--- src/rtl/sar_magnitude_search_if.sv ---
// Handshake/comparator bundle for sar_magnitude_search: the search engine is the
// master (drives guess, reads the comparator flags); the environment is the slave.
interface sar_magnitude_search_if #(
    parameter int unsigned WIDTH = 4
);
    logic             start;
    logic             cmp_less;
    logic             cmp_equal;
    logic             cmp_greater;
    logic [WIDTH-1:0] guess;
    logic             busy;
    logic             done;
    logic [WIDTH-1:0] result;
    logic             found;
    logic             err;

    modport master (
        input  start, cmp_less, cmp_equal, cmp_greater,
        output guess, busy, done, result, found, err
    );

    modport slave (
        output start, cmp_less, cmp_equal, cmp_greater,
        input  guess, busy, done, result, found, err
    );
endinterface

--- src/rtl/sar_magnitude_search.sv ---
// Successive-approximation search of a target visible only through a magnitude comparator.
// Optional macro CMP_ONEHOT_CHECK_EN: abort with err=1 on non-one-hot comparator flags.
module sar_magnitude_search #(
    parameter int unsigned WIDTH = 4
) (
    input  logic                  clk,
    input  logic                  rst,
    sar_magnitude_search_if.master bus
);
    localparam int unsigned IW = (WIDTH > 2) ? $clog2(WIDTH) : 1;

    typedef enum logic [1:0] {
        IDLE,
        SEARCH,
        VERIFY
    } state_t;

    state_t           state_q, state_d;
    logic [WIDTH-1:0] guess_q, guess_d;
    logic [IW-1:0]    idx_q, idx_d;
    logic             busy_q, busy_d;
    logic             done_q, done_d;
    logic [WIDTH-1:0] result_q, result_d;
    logic             found_q, found_d;
    logic             err_q, err_d;
    logic             cmp_bad;

`ifdef CMP_ONEHOT_CHECK_EN
    assign cmp_bad = !$onehot({bus.cmp_less, bus.cmp_equal, bus.cmp_greater});
`else
    assign cmp_bad = 1'b0;
`endif

    always_comb begin
        state_d  = state_q;
        guess_d  = guess_q;
        idx_d    = idx_q;
        busy_d   = busy_q;
        done_d   = 1'b0;
        result_d = result_q;
        found_d  = found_q;
        err_d    = err_q;

        unique case (state_q)
            IDLE: begin
                if (bus.start) begin
                    guess_d          = '0;
                    guess_d[WIDTH-1] = 1'b1;
                    idx_d            = IW'(WIDTH - 1);
                    busy_d           = 1'b1;
                    state_d          = SEARCH;
                end
            end
            SEARCH: begin
                if (cmp_bad) begin
                    result_d = guess_q;
                    found_d  = 1'b0;
                    err_d    = 1'b1;
                    done_d   = 1'b1;
                    busy_d   = 1'b0;
                    state_d  = IDLE;
                end else if (bus.cmp_equal) begin
                    result_d = guess_q;
                    found_d  = 1'b1;
                    err_d    = 1'b0;
                    done_d   = 1'b1;
                    busy_d   = 1'b0;
                    state_d  = IDLE;
                end else begin
                    // Greater is the fall-through, so an all-zero flag set keeps the bit.
                    if (bus.cmp_less) begin
                        guess_d[idx_q] = 1'b0;
                    end
                    if (idx_q != '0) begin
                        guess_d[idx_q - IW'(1)] = 1'b1;
                        idx_d                   = idx_q - IW'(1);
                    end else begin
                        state_d = VERIFY;
                    end
                end
            end
            VERIFY: begin
                result_d = guess_q;
                found_d  = bus.cmp_equal && !cmp_bad;
                err_d    = cmp_bad;
                done_d   = 1'b1;
                busy_d   = 1'b0;
                state_d  = IDLE;
            end
            default: begin
                state_d = IDLE;
                busy_d  = 1'b0;
            end
        endcase
    end

    always_ff @(posedge clk or posedge rst) begin
        if (rst) begin
            state_q  <= IDLE;
            guess_q  <= '0;
            idx_q    <= IW'(WIDTH - 1);
            busy_q   <= 1'b0;
            done_q   <= 1'b0;
            result_q <= '0;
            found_q  <= 1'b0;
            err_q    <= 1'b0;
        end else begin
            state_q  <= state_d;
            guess_q  <= guess_d;
            idx_q    <= idx_d;
            busy_q   <= busy_d;
            done_q   <= done_d;
            result_q <= result_d;
            found_q  <= found_d;
            err_q    <= err_d;
        end
    end

    assign bus.guess  = guess_q;
    assign bus.busy   = busy_q;
    assign bus.done   = done_q;
    assign bus.result = result_q;
    assign bus.found  = found_q;
    assign bus.err    = err_q;
endmodule

--- src/flat_wrapper.sv ---
// flat-port wrapper written by rule: the top's interface ports become plain ports
module sar_magnitude_search_flat 
#(
    parameter int unsigned WIDTH = 4
)
  (clk, rst, bus_start, bus_cmp_less, bus_cmp_equal, bus_cmp_greater, bus_guess, bus_busy, bus_done, bus_result, bus_found, bus_err);
  sar_magnitude_search_if #(.WIDTH(WIDTH)) bus_i ();
  input  logic clk;
  input  logic rst;
  input wire logic [$bits(bus_i.start)-1:0] bus_start;
  input wire logic [$bits(bus_i.cmp_less)-1:0] bus_cmp_less;
  input wire logic [$bits(bus_i.cmp_equal)-1:0] bus_cmp_equal;
  input wire logic [$bits(bus_i.cmp_greater)-1:0] bus_cmp_greater;
  output wire logic [$bits(bus_i.guess)-1:0] bus_guess;
  output wire logic [$bits(bus_i.busy)-1:0] bus_busy;
  output wire logic [$bits(bus_i.done)-1:0] bus_done;
  output wire logic [$bits(bus_i.result)-1:0] bus_result;
  output wire logic [$bits(bus_i.found)-1:0] bus_found;
  output wire logic [$bits(bus_i.err)-1:0] bus_err;
  assign bus_i.start = bus_start;
  assign bus_i.cmp_less = bus_cmp_less;
  assign bus_i.cmp_equal = bus_cmp_equal;
  assign bus_i.cmp_greater = bus_cmp_greater;
  assign bus_guess = bus_i.guess;
  assign bus_busy = bus_i.busy;
  assign bus_done = bus_i.done;
  assign bus_result = bus_i.result;
  assign bus_found = bus_i.found;
  assign bus_err = bus_i.err;
  sar_magnitude_search #(.WIDTH(WIDTH)) u_core (.clk(clk), .rst(rst), .bus(bus_i));
endmodule
--- config.mk ---
export PLATFORM = sky130hd
export DESIGN_NAME = sar_magnitude_search_flat
export DESIGN_NICKNAME = d
export VERILOG_FILES = /design/src/rtl/sar_magnitude_search_if.sv /design/src/rtl/sar_magnitude_search.sv /design/src/flat_wrapper.sv
export SDC_FILE = /design/constraint.sdc
export NUM_CORES = 1
export LEC_CHECK = 0
export ABC_AREA = 1
export CELL_PAD_IN_SITES_DETAIL_PLACEMENT = 1
export CELL_PAD_IN_SITES_GLOBAL_PLACEMENT = 2
export CORE_MARGIN = 4
export CORE_UTILIZATION = 25
export CTS_BUF_LIST = sky130_fd_sc_hd__clkbuf_16
export CTS_CLUSTER_SIZE = 10
export DETAILED_ROUTE_END_ITERATION = 7
export PLACE_DENSITY = 0.85
export SETUP_SLACK_MARGIN = 0.1
export SLEW_MARGIN = 20
export SYNTH_ARGS = -nofsm -noshare
export SYNTH_HDL_FRONTEND = slang
export SYNTH_SLANG_ARGS = --single-unit
--- constraint.sdc ---
create_clock -name clk -period 1.3 [get_ports clk]
set_input_delay 0.26 -clock clk [delete_from_list [all_inputs] [get_ports clk]]
set_output_delay 0.26 -clock clk [all_outputs]
set_load 0.03 [all_outputs]
Word level (Yosys, flattened, before mapping)
Cells that the tools add are included.
{"block": "op_classes", "div_mod_pow": 0, "n_eq_ne": 7, "magnitude_cmp": 4, "add_sub_neg": 1, "bitwise": 3, "n_reduce_logical": 11, "shift": 0, "mux": 29, "mul": 0}
{"operator": "2-to-1 mux 4 bit", "n": 7}
{"operator": "case mux 4 bit (2 select lines)", "n": 2}
{"operator": "2-to-1 mux 2 bit", "n": 6}
{"operator": "case mux 1 bit (2 select lines)", "n": 4}
{"operator": "case mux 2 bit (2 select lines)", "n": 2}
{"operator": "less-than comparator 2 x 3 -> 1 bit (second input constant)", "n": 2}
{"operator": "2-to-1 mux 1 bit", "n": 6}
{"operator": "!= test 2 bit (second input constant)", "n": 3}
{"operator": "AND reduction 2 bit", "n": 3}
{"operator": "nonzero test 2 bit", "n": 3}
{"operator": "AND 4 bit", "n": 1}
{"operator": "demux 1 bit (select 2 bit)", "n": 2}
{"operator": "greater-or-equal comparator 2 x 1 -> 1 bit (second input constant)", "n": 2}
{"operator": "NOT 4 bit", "n": 1}
{"operator": "OR 4 bit", "n": 1}
{"operator": "AND reduction 4 bit", "n": 1}
{"operator": "!= test 3 bit (second input constant)", "n": 1}
{"operator": "AND reduction 3 bit", "n": 1}
{"operator": "equality test 2 x 1 -> 1 bit (second input constant)", "n": 1}
{"operator": "equality test 2 bit (second input constant)", "n": 1}
{"operator": "logical AND 1 bit", "n": 2}
{"operator": "logical NOT 2 bit", "n": 1}
{"operator": "!= test 2 x 1 -> 1 bit (second input constant)", "n": 1}
{"operator": "subtractor 2 x 1 -> 2 bit (second input constant)", "n": 1}
{"block": "word_totals", "romBits": 0, "out_inout_bits": 12, "input_bits": 6, "register_bits": 16, "elab_cells": 63, "mem_count": 0, "mem_bits_rw": 0, "latchBits": 0}

Logic depth before layout (Yosys ltp)
Gate-level depths: netlist of the first run.
{"block": "logic_depth", "ltp_word": 13, "ltp_mapped": 8, "ltp_nobuf": 8}

Least setup slack after synthesis of the first run
Ideal clock, no wire load.
{"block": "synth_path", "path_kind": "register to register", "from": "register u_core.idx_q[0]", "to": "register u_core.guess_q[1], in the netlist u_core.bus.guess[1]", "setup_time_ns": 0.118, "stages_incl_launch_ff": 9, "synth_period_minus_slack_ns": 1.305, "path_slack_ns": -0.005, "t_required_ns": 1.182, "arrival_ns": 1.188, "path_buffers": 0, "cell_sequence": "dfstp_2 inv_1 ha_1 inv_1 nand2_1 nand3_1 nand2_1 nand2_1 nand2_1"}
{"block": "synth_via", "elab_chain_cells": 13, "elab_cells_between_ends": 21, "cone_classes": "1 x add/sub; 4 x order compare; 10 x mux; 3 x bitwise; 3 x reduce/logical"}
{"item": "from (decl)", "line_no": "sar_magnitude_search.sv:20", "source": "logic [IW-1:0] idx_q, idx_d;"}
{"item": "from (signal assigned)", "line_no": "sar_magnitude_search.sv:101", "source": "idx_q <= IW'(WIDTH - 1);"}
{"item": "from (signal assigned)", "line_no": "sar_magnitude_search.sv:110", "source": "idx_q <= idx_d;"}
{"item": "less-than comparator 2 x 3 -> 1 bit (not written as such) or greater-or-equal comparator 2 x 1 -> 1 bit (tied branches)", "line_no": "sar_magnitude_search.sv:72", "source": "guess_d[idx_q] = 1'b0;"}
{"item": "logical AND 1 bit (not written as such)", "line_no": "sar_magnitude_search.sv:72"}
{"item": "2-to-1 mux 1 bit (not written as such)", "line_no": "sar_magnitude_search.sv:72"}
{"item": "demux 1 bit (select 2 bit)"}
{"item": "NOT 4 bit (no line)"}
{"item": "AND 4 bit (no line)"}
{"item": "2-to-1 mux 4 bit", "line_no": "sar_magnitude_search.sv:71", "source": "if (bus.cmp_less) begin"}
{"item": "2-to-1 mux 4 bit", "line_no": "sar_magnitude_search.sv:62", "source": "end else if (bus.cmp_equal) begin"}
{"item": "2-to-1 mux 4 bit", "line_no": "sar_magnitude_search.sv:44", "source": "unique case (state_q)"}
{"item": "OR 4 bit (no line)"}
{"item": "2-to-1 mux 4 bit (*)", "line_no": "sar_magnitude_search.sv:74", "source": "if (idx_q != '0) begin"}
{"item": "2-to-1 mux 4 bit (*)", "line_no": "sar_magnitude_search.sv:62"}
{"item": "case mux 4 bit (2 select lines) (*)", "line_no": "sar_magnitude_search.sv:44"}
{"item": "to (signal assigned)", "line_no": "sar_magnitude_search.sv:109", "source": "guess_q <= guess_d;"}
{"item": "to (decl)", "line_no": "sar_magnitude_search.sv:19", "source": "logic [WIDTH-1:0] guess_q, guess_d;"}
Mark *: on every way between the ends. The rest lies on a longest branch, timed or not. The select of a mux whose other input is x is not followed.
A chain may end at the register's enable or synchronous reset.

Worst setup path in the final report of the first run
{"block": "layout_path", "from": "register u_core.idx_q[1]", "to": "register u_core.guess_q[1], in the netlist u_core.bus.guess[1]"}
Same word-level chain as after synthesis.

==> flow_summary.toml, run 1 <==
[routing]
wl_met2_mm = 1.088
drt_iter0_drc = 5
routedWlPerCell_um = 11.31
highest_layer = "met4"
ant_nets = 0
wl_met1_um = 903
finalWirelength_mm = 2.115
dr_wl_met3_um = 107
drcViolationCount = 0
viasPerCell = 4.310
drtPass1Iterations = 3
vias = 806

[cells_and_area]
nNetsFinal = 157
num_antenna_cells = 0
fin_cells = 187
area_growth_pct = 57.29
layout-drive-gt1-share_pct = 39.86

[synth]
synth_edf_count = 0
synthArstFlopShare_pct = 100.0
yosys.area.top_type = "dfrtp_1"
yosys-top-cells-count = "nand2_1, dfrtp_1, nand3_1"
synth_cell_type_count = 17
ys_ff_latch = 15
synthCells = 109
yosysSeqAreaShare_pct = 44.94
ys_top_cells_by_area = "dfrtp_1, nand2_1, ha_1"
synth_flop_cell = "dfrtp_1"
synth_top_area_share_pct = 38.69
syn_avg_cell_area_um2 = 7.714
syn_area_um2 = 840.8
synth_nets = 122
synth.yosys.warnings = 0
synth_most_common_cell = "nand2_1"

[sta]
finalClockSkew_ns = 0.002231
post-route-period-util_pct = 95.06
setup_viol = 0
worst_slack_ns = 0.06424
hold_viol_final = 0
rsz0062_at_grt = "true"
drv_slew = 0
period_minus_slack_ns = 1.236
timing.fmax_mhz = 809.2

[floorplanning]
die_area_mm2 = 0.004355
die_x_um = 66.00
core_mm2 = 0.003128
start_util_pct = 26.88
io_pins = 18
num_rows = 20
dieHeight_um = 66.00

[placement]
dp_slack_ns = -0.1451
hpwlAfterDp_mm = 1.663
dp_cells = 176
port_buffers = 15
gp_congestion = 0.7562

[setup_path]
required_ns = 1.44
cp.arrival_ns = 1.37
crit_chain = "inv_2 > ha_4 > inv_4 > nand2_1 > nand3_1 > nand2_1 > nand2_1 > nand2_1"
worstSetupPathType = "flop to flop"
cp-start-kind = "flop"
worst_path_max_delay_cell = "dfstp_2"
crit_fanout = 4
cp_slowest_stage_delay_ns = 0.55
cp_common_cell = "nand2_1"
cp-end-kind = "flop"

[clock_tree]
numCtsBuffers = 3
cts.clk_slew.worst_paths_ns = 0.05
clockBufferDepth = 2
postCtsHoldBufs = 0
cts_tree = "built"
clock-sinks = 15
cts-root-buf = "clkbuf_16"
cts_max_level = 1
clk_latency_ns = 0.25

[grt]
grt_max_degree = 11
grt_pass1_wl_mm = 3.877
antenna_found_initial = 0
gr-total-overflow = 0
grt_pass1_vias = 892
gr-usage-all-layers_pct = 11.40

[power]
p_leak_uw = 0.0006842
power.density_mw_per_mm2 = 2636
ir_worst_vdd_mv = 0.8660

[job]
drv_cap = 0

[status]
status = "complete, no violations"

[worst_hold_path]
hold_path.class = "input pin to async pin"
-- where the power goes --
group / total [µW] / internal (µW) / leakage (µW) / switching [µW]
Clock: 606 / 411 / 0.0000409 / 195
Sequential: 849 / 691 / 0.000185 / 158
Combinational: 2030 / 864 / 0.000458 / 1170
-- routing by layer --
| metal | vias to the layer above | global-route usage (%) |
|---|---|---|
| met3 | 2 | 3.741 |
| met2 | 13 | 21.15 |
| li1 | 408 | - |
| met5 | - | 0 |
| met1 | 383 | 12.56 |
| met4 | 0 | 2.284 |
-- final timing paths --
check | from | to | slack [ns] | cells past startpoint
worst max-delay path | u_core.idx_q[1]$_DFFE_PP1P_ | u_core.bus.guess[1]$_DFFE_PP0P_ | 0.06 | 8
worst min-delay path | rst | u_core.bus.done$_DFF_PP0_ | 0.24 | 2
worst max register to register | u_core.idx_q[1]$_DFFE_PP1P_ | u_core.bus.guess[1]$_DFFE_PP0P_ | 0.06 | 8
worst min register to register | u_core.bus.result[3]$_DFFE_PP0P_ | u_core.bus.result[3]$_DFFE_PP0P_ | 0.47 | 2
max in group asynchronous | rst | u_core.bus.guess[1]$_DFFE_PP0P_ | 0.65 | 3
min in group clk | u_core.bus.result[3]$_DFFE_PP0P_ | u_core.bus.result[3]$_DFFE_PP0P_ | 0.47 | 2
-- flip-flops by register name, summed over array words and instances (netlist names) --
register	count
u_core.bus.done	1
u_core.bus.found	1
u_core.state_q	2
u_core.bus.guess	4
u_core.bus.busy	1
u_core.bus.result	4
u_core.idx_q	2
-- kinds of logic (layout without fill, tap and decap cells) --
group                    Yosys count  after routing  share of synthesized area [%]
AO/OA/AOI/OAI                      5              5                          3.720
adder cells (fa/ha/maj)            7              7                          10.42
buffers and inverters             14             48                          6.697
flip-flops                        15             15                          44.94
other                              1              1                         0.4460
AND/OR/NAND/NOR                   67             67                          33.78
-- metrics by stage --
stage | cell area (µm²) | setup TNS (ns) | power (µW) | hold WS (ns) | util (%)
2_1_floorplan | 853.3 | 0 | 1907 | 0.1600 | -
3_3_place_gp | 1109 | -0.7415 | 2454 | 0.4527 | 35.44
3_5_place_dp | 1109 | -1.033 | 2524 | 0.4620 | 35.44
4_1_cts | 1280 | 0 | 3386 | 0.2445 | 40.92
5_1_grt | 1323 | -0.005065 | 3812 | 0.2640 | 42.28
6_report | 1323 | 0 | 3487 | 0.2377 | 42.28
-- worst max-delay path: cells and delay by family, from the launching register on --
family        cells  cell delay (ns)
flops             1             0.55
simple gates      5             0.27
buf+inv           2             0.12
fa+ha+maj         1             0.18
-- final cells by class --
type                       instances  area, µm²
timing repair buffer              31      256.5
clock buffer                       3      75.07
inverter                          13      58.81
tap                               44      55.05
sequential                        15      379.1
fill                             387       1805
clock inverter                     1      5.005
multi-input combinational         80      493.0
-- cells in the final DEF (no fill, tap or decap), drive strengths merged --
cell	instances
clkdlybuf4s15	5
buf	20
a21oi	2
nor2	3
nand2	50
conb	1
clkbuf	5
dfrtp	13
inv	13
ha	7
dfstp	2
clkdlybuf4s50	4
nand3	13
clkinv	1
nand3b	1
o21ai	2
a21boi	1
-- timing repair --
| item | CTS | global route |
|---|---|---|
| endpoints found under the setup margin | 20 | 15 |
| endpoints found under the hold margin | 0 | 0 |
| setup buffers | 5 | 2 |
| pin swaps | 6 | 5 |
| gates resized for setup | 32 | 14 |
(Power assumes the default switching activity.)
==> run 2: changes to the inputs <==
--- a/config.mk
+++ b/config.mk
@@ -8,12 +8,13 @@
 export ABC_AREA = 1
 export CELL_PAD_IN_SITES_DETAIL_PLACEMENT = 1
 export CELL_PAD_IN_SITES_GLOBAL_PLACEMENT = 2
+export CORE_ASPECT_RATIO = 0.7
 export CORE_MARGIN = 4
-export CORE_UTILIZATION = 25
+export CORE_UTILIZATION = 30
 export CTS_BUF_LIST = sky130_fd_sc_hd__clkbuf_16
-export CTS_CLUSTER_SIZE = 10
+export CTS_CLUSTER_SIZE = 16
 export DETAILED_ROUTE_END_ITERATION = 7
-export PLACE_DENSITY = 0.85
+export PLACE_DENSITY = 0.94
 export SETUP_SLACK_MARGIN = 0.1
 export SLEW_MARGIN = 20
 export SYNTH_ARGS = -nofsm -noshare
==> constraint.sdc (replaced) <==
create_clock -name clk -period 1.6 [get_ports clk]
set_input_delay 0.32 -clock clk [delete_from_list [all_inputs] [get_ports clk]]
set_output_delay 0.32 -clock clk [all_outputs]
set_load 0.03 [all_outputs]
==> run 2 against run 1 <==
  * Sequential power fell by 20%
  * Clock skew fell by 0.0011 ns
  * Critical path depth did not move
  * Non-clock buffer count fell by 14
  * Die area fell by 14%
  * Global-route usage rose by 1.4 points
  * Clock power fell by 20%
  * Via count fell by 5.7%
  * Critical path type unchanged
  * Largest power group unchanged
==> flow_summary.toml, run 2 (synthesized netlist as in run 1, its figures left out) <==
[grt]
grtUsageMet2_pct = 21.19
top_usage_layer = "met2"
gr-usage-all-layers_pct = 12.80
grt_pass1_wl_mm = 3.643
grt_pass1_vias = 778
use_met3_pct = 5.556
met1_usage_pct = 15.23
grt_max_degree = 16
antenna_found_initial = 0
gr-total-overflow = 0

[clock_tree]
cts_tree = "built"
postCtsHoldBufs = 0
cts_max_level = 1
clk_latency_ns = 0.24
cts.clk_slew.worst_paths_ns = 0.05
clock-sinks = 15
cts-root-buf = "clkbuf_16"
post_cts_buffers = 0
cts_resized = 11
clockBufferDepth = 2
numCtsBuffers = 3

[cells_and_area]
num_antenna_cells = 0
nNetsFinal = 143
fill_cells = 332
final_cell_mix = "nand2_1, nand3_1, dfrtp_1, inv_1, dlygate4sd2_1"
seqCellArea_um2 = 377.9
layout-drive-gt1-share_pct = 13.18
multiInputGateArea_um2 = 414.1
final_area_mm2 = 0.001115
layout.cells.most_common = "nand2_1"
area_growth_pct = 32.59

[sta]
post-route-period-util_pct = 89.45
drv_slew = 0
worst_slack_ns = 0.1688
rsz0062_at_grt = "true"
period_minus_slack_ns = 1.431
timing.fmax_mhz = 698.7
finalClockSkew_ns = 0.001176
hold_viol_final = 0
holdWs_ns = 0.3850
setup_viol = 0
final.setup.tns_ns = 0

[setup_path]
cp.arrival_ns = 1.57
cp-start-kind = "flop"
required_ns = 1.73
rr_startpoint = "u_core.idx_q[0]$_DFFE_PP1P_"
crit_fanout = 6
crit_start = "u_core.idx_q[0]$_DFFE_PP1P_"
worstSetupPathType = "flop to flop"
cp-end-kind = "flop"

[worst_hold_path]
hold_path.class = "input pin to async pin"

[floorplanning]
die_area_mm2 = 0.003727
start_util_pct = 32.70
num_rows = 15
die_x_um = 71.28
core_mm2 = 0.002571
dieHeight_um = 52.30
io_pins = 18

[status]
status = "complete, no violations"

[routing]
vias = 760
drcViolationCount = 0
viasPerCell = 4.663
drt_iter0_drc = 41
ant_nets = 0
drtPass1Iterations = 4
finalWirelength_mm = 2.084
routedWlPerCell_um = 12.79

[placement]
hpwlAfterDp_mm = 1.687
place_area_mm2 = 0.001041
dp_slack_ns = 0.01345
port_buffers = 15
gp_congestion = 0.8028

[job]
drv_cap = 0

[power]
ir_worst_vdd_mv = 0.8291
power.density_mw_per_mm2 = 2123
p_leak_uw = 0.0006210
power_uw = 2367
-- run 2: cell types whose count changed in the layout (fill, tap and decap cells not counted), moves of 3 or more --
cell | before | now
buf_4 | 20 | 2
clkdlybuf4s15_2 | 5 | 0
dlygate4sd2_1 | 0 | 11
ha_4 | 3 | 0
inv_1 | 4 | 11
inv_2 | 6 | 2
nand2_1 | 45 | 48
nand2_4 | 4 | 0
-- run 2: worst paths after layout --
check                      depth (start not counted)                          endpoint  slack, ns
hold / removal                                     3         u_core.bus.done$_DFF_PP0_       0.38
setup reg to reg                                   8   u_core.bus.guess[1]$_DFFE_PP0P_       0.17
setup / recovery                                   8   u_core.bus.guess[1]$_DFFE_PP0P_       0.17
hold reg to reg                                    2  u_core.bus.result[3]$_DFFE_PP0P_       0.47
min in group clk                                   2  u_core.bus.result[3]$_DFFE_PP0P_       0.47
max in group asynchronous                          3       u_core.idx_q[1]$_DFFE_PP1P_       0.97
-- run 2: cell type report --
class | count | share of cell area, %
Clock buffer | 3 | 6.734
Sequential cell | 15 | 33.89
Inverter | 13 | 4.377
Timing Repair Buffer | 17 | 13.58
Clock inverter | 1 | 0.4489
Tap cell | 34 | 3.816
Multi-Input combinational cell | 80 | 37.15
-- run 2: metrics by stage --
step	util, %	instances
finish	43.36	163
global route	43.36	163
CTS	43.07	163
detailed placement	40.49	159
global placement	40.49	159
floorplan	-	109
-- run 2: power by group --
| group | internal (µW) | leakage (µW) | total [µW] | switching (µW) |
|---|---|---|---|---|
| logic | 397 | 0.000393 | 1200 | 804 |
| clock network | 333 | 0.0000409 | 483 | 149 |
| registers | 560 | 0.000187 | 683 | 123 |
| total | 1290 | 0.000621 | 2370 | 1080 |
-- run 2: metal layers --
layer,wire length [µm],vias to the layer above
li1,-,376
met1,985,368
met2,951,14
met3,134,2
met4,12,0
met5,0,-
-- run 2: critical path, stage by stage, from the launching register on --
cell,delay [ns]
dfstp_2,0.58
inv_1,0.11
ha_2,0.22
inv_1,0.10
nand2_1,0.07
nand3_1,0.07
nand2_1,0.06
nand2_1,0.06
nand2_1,0.05
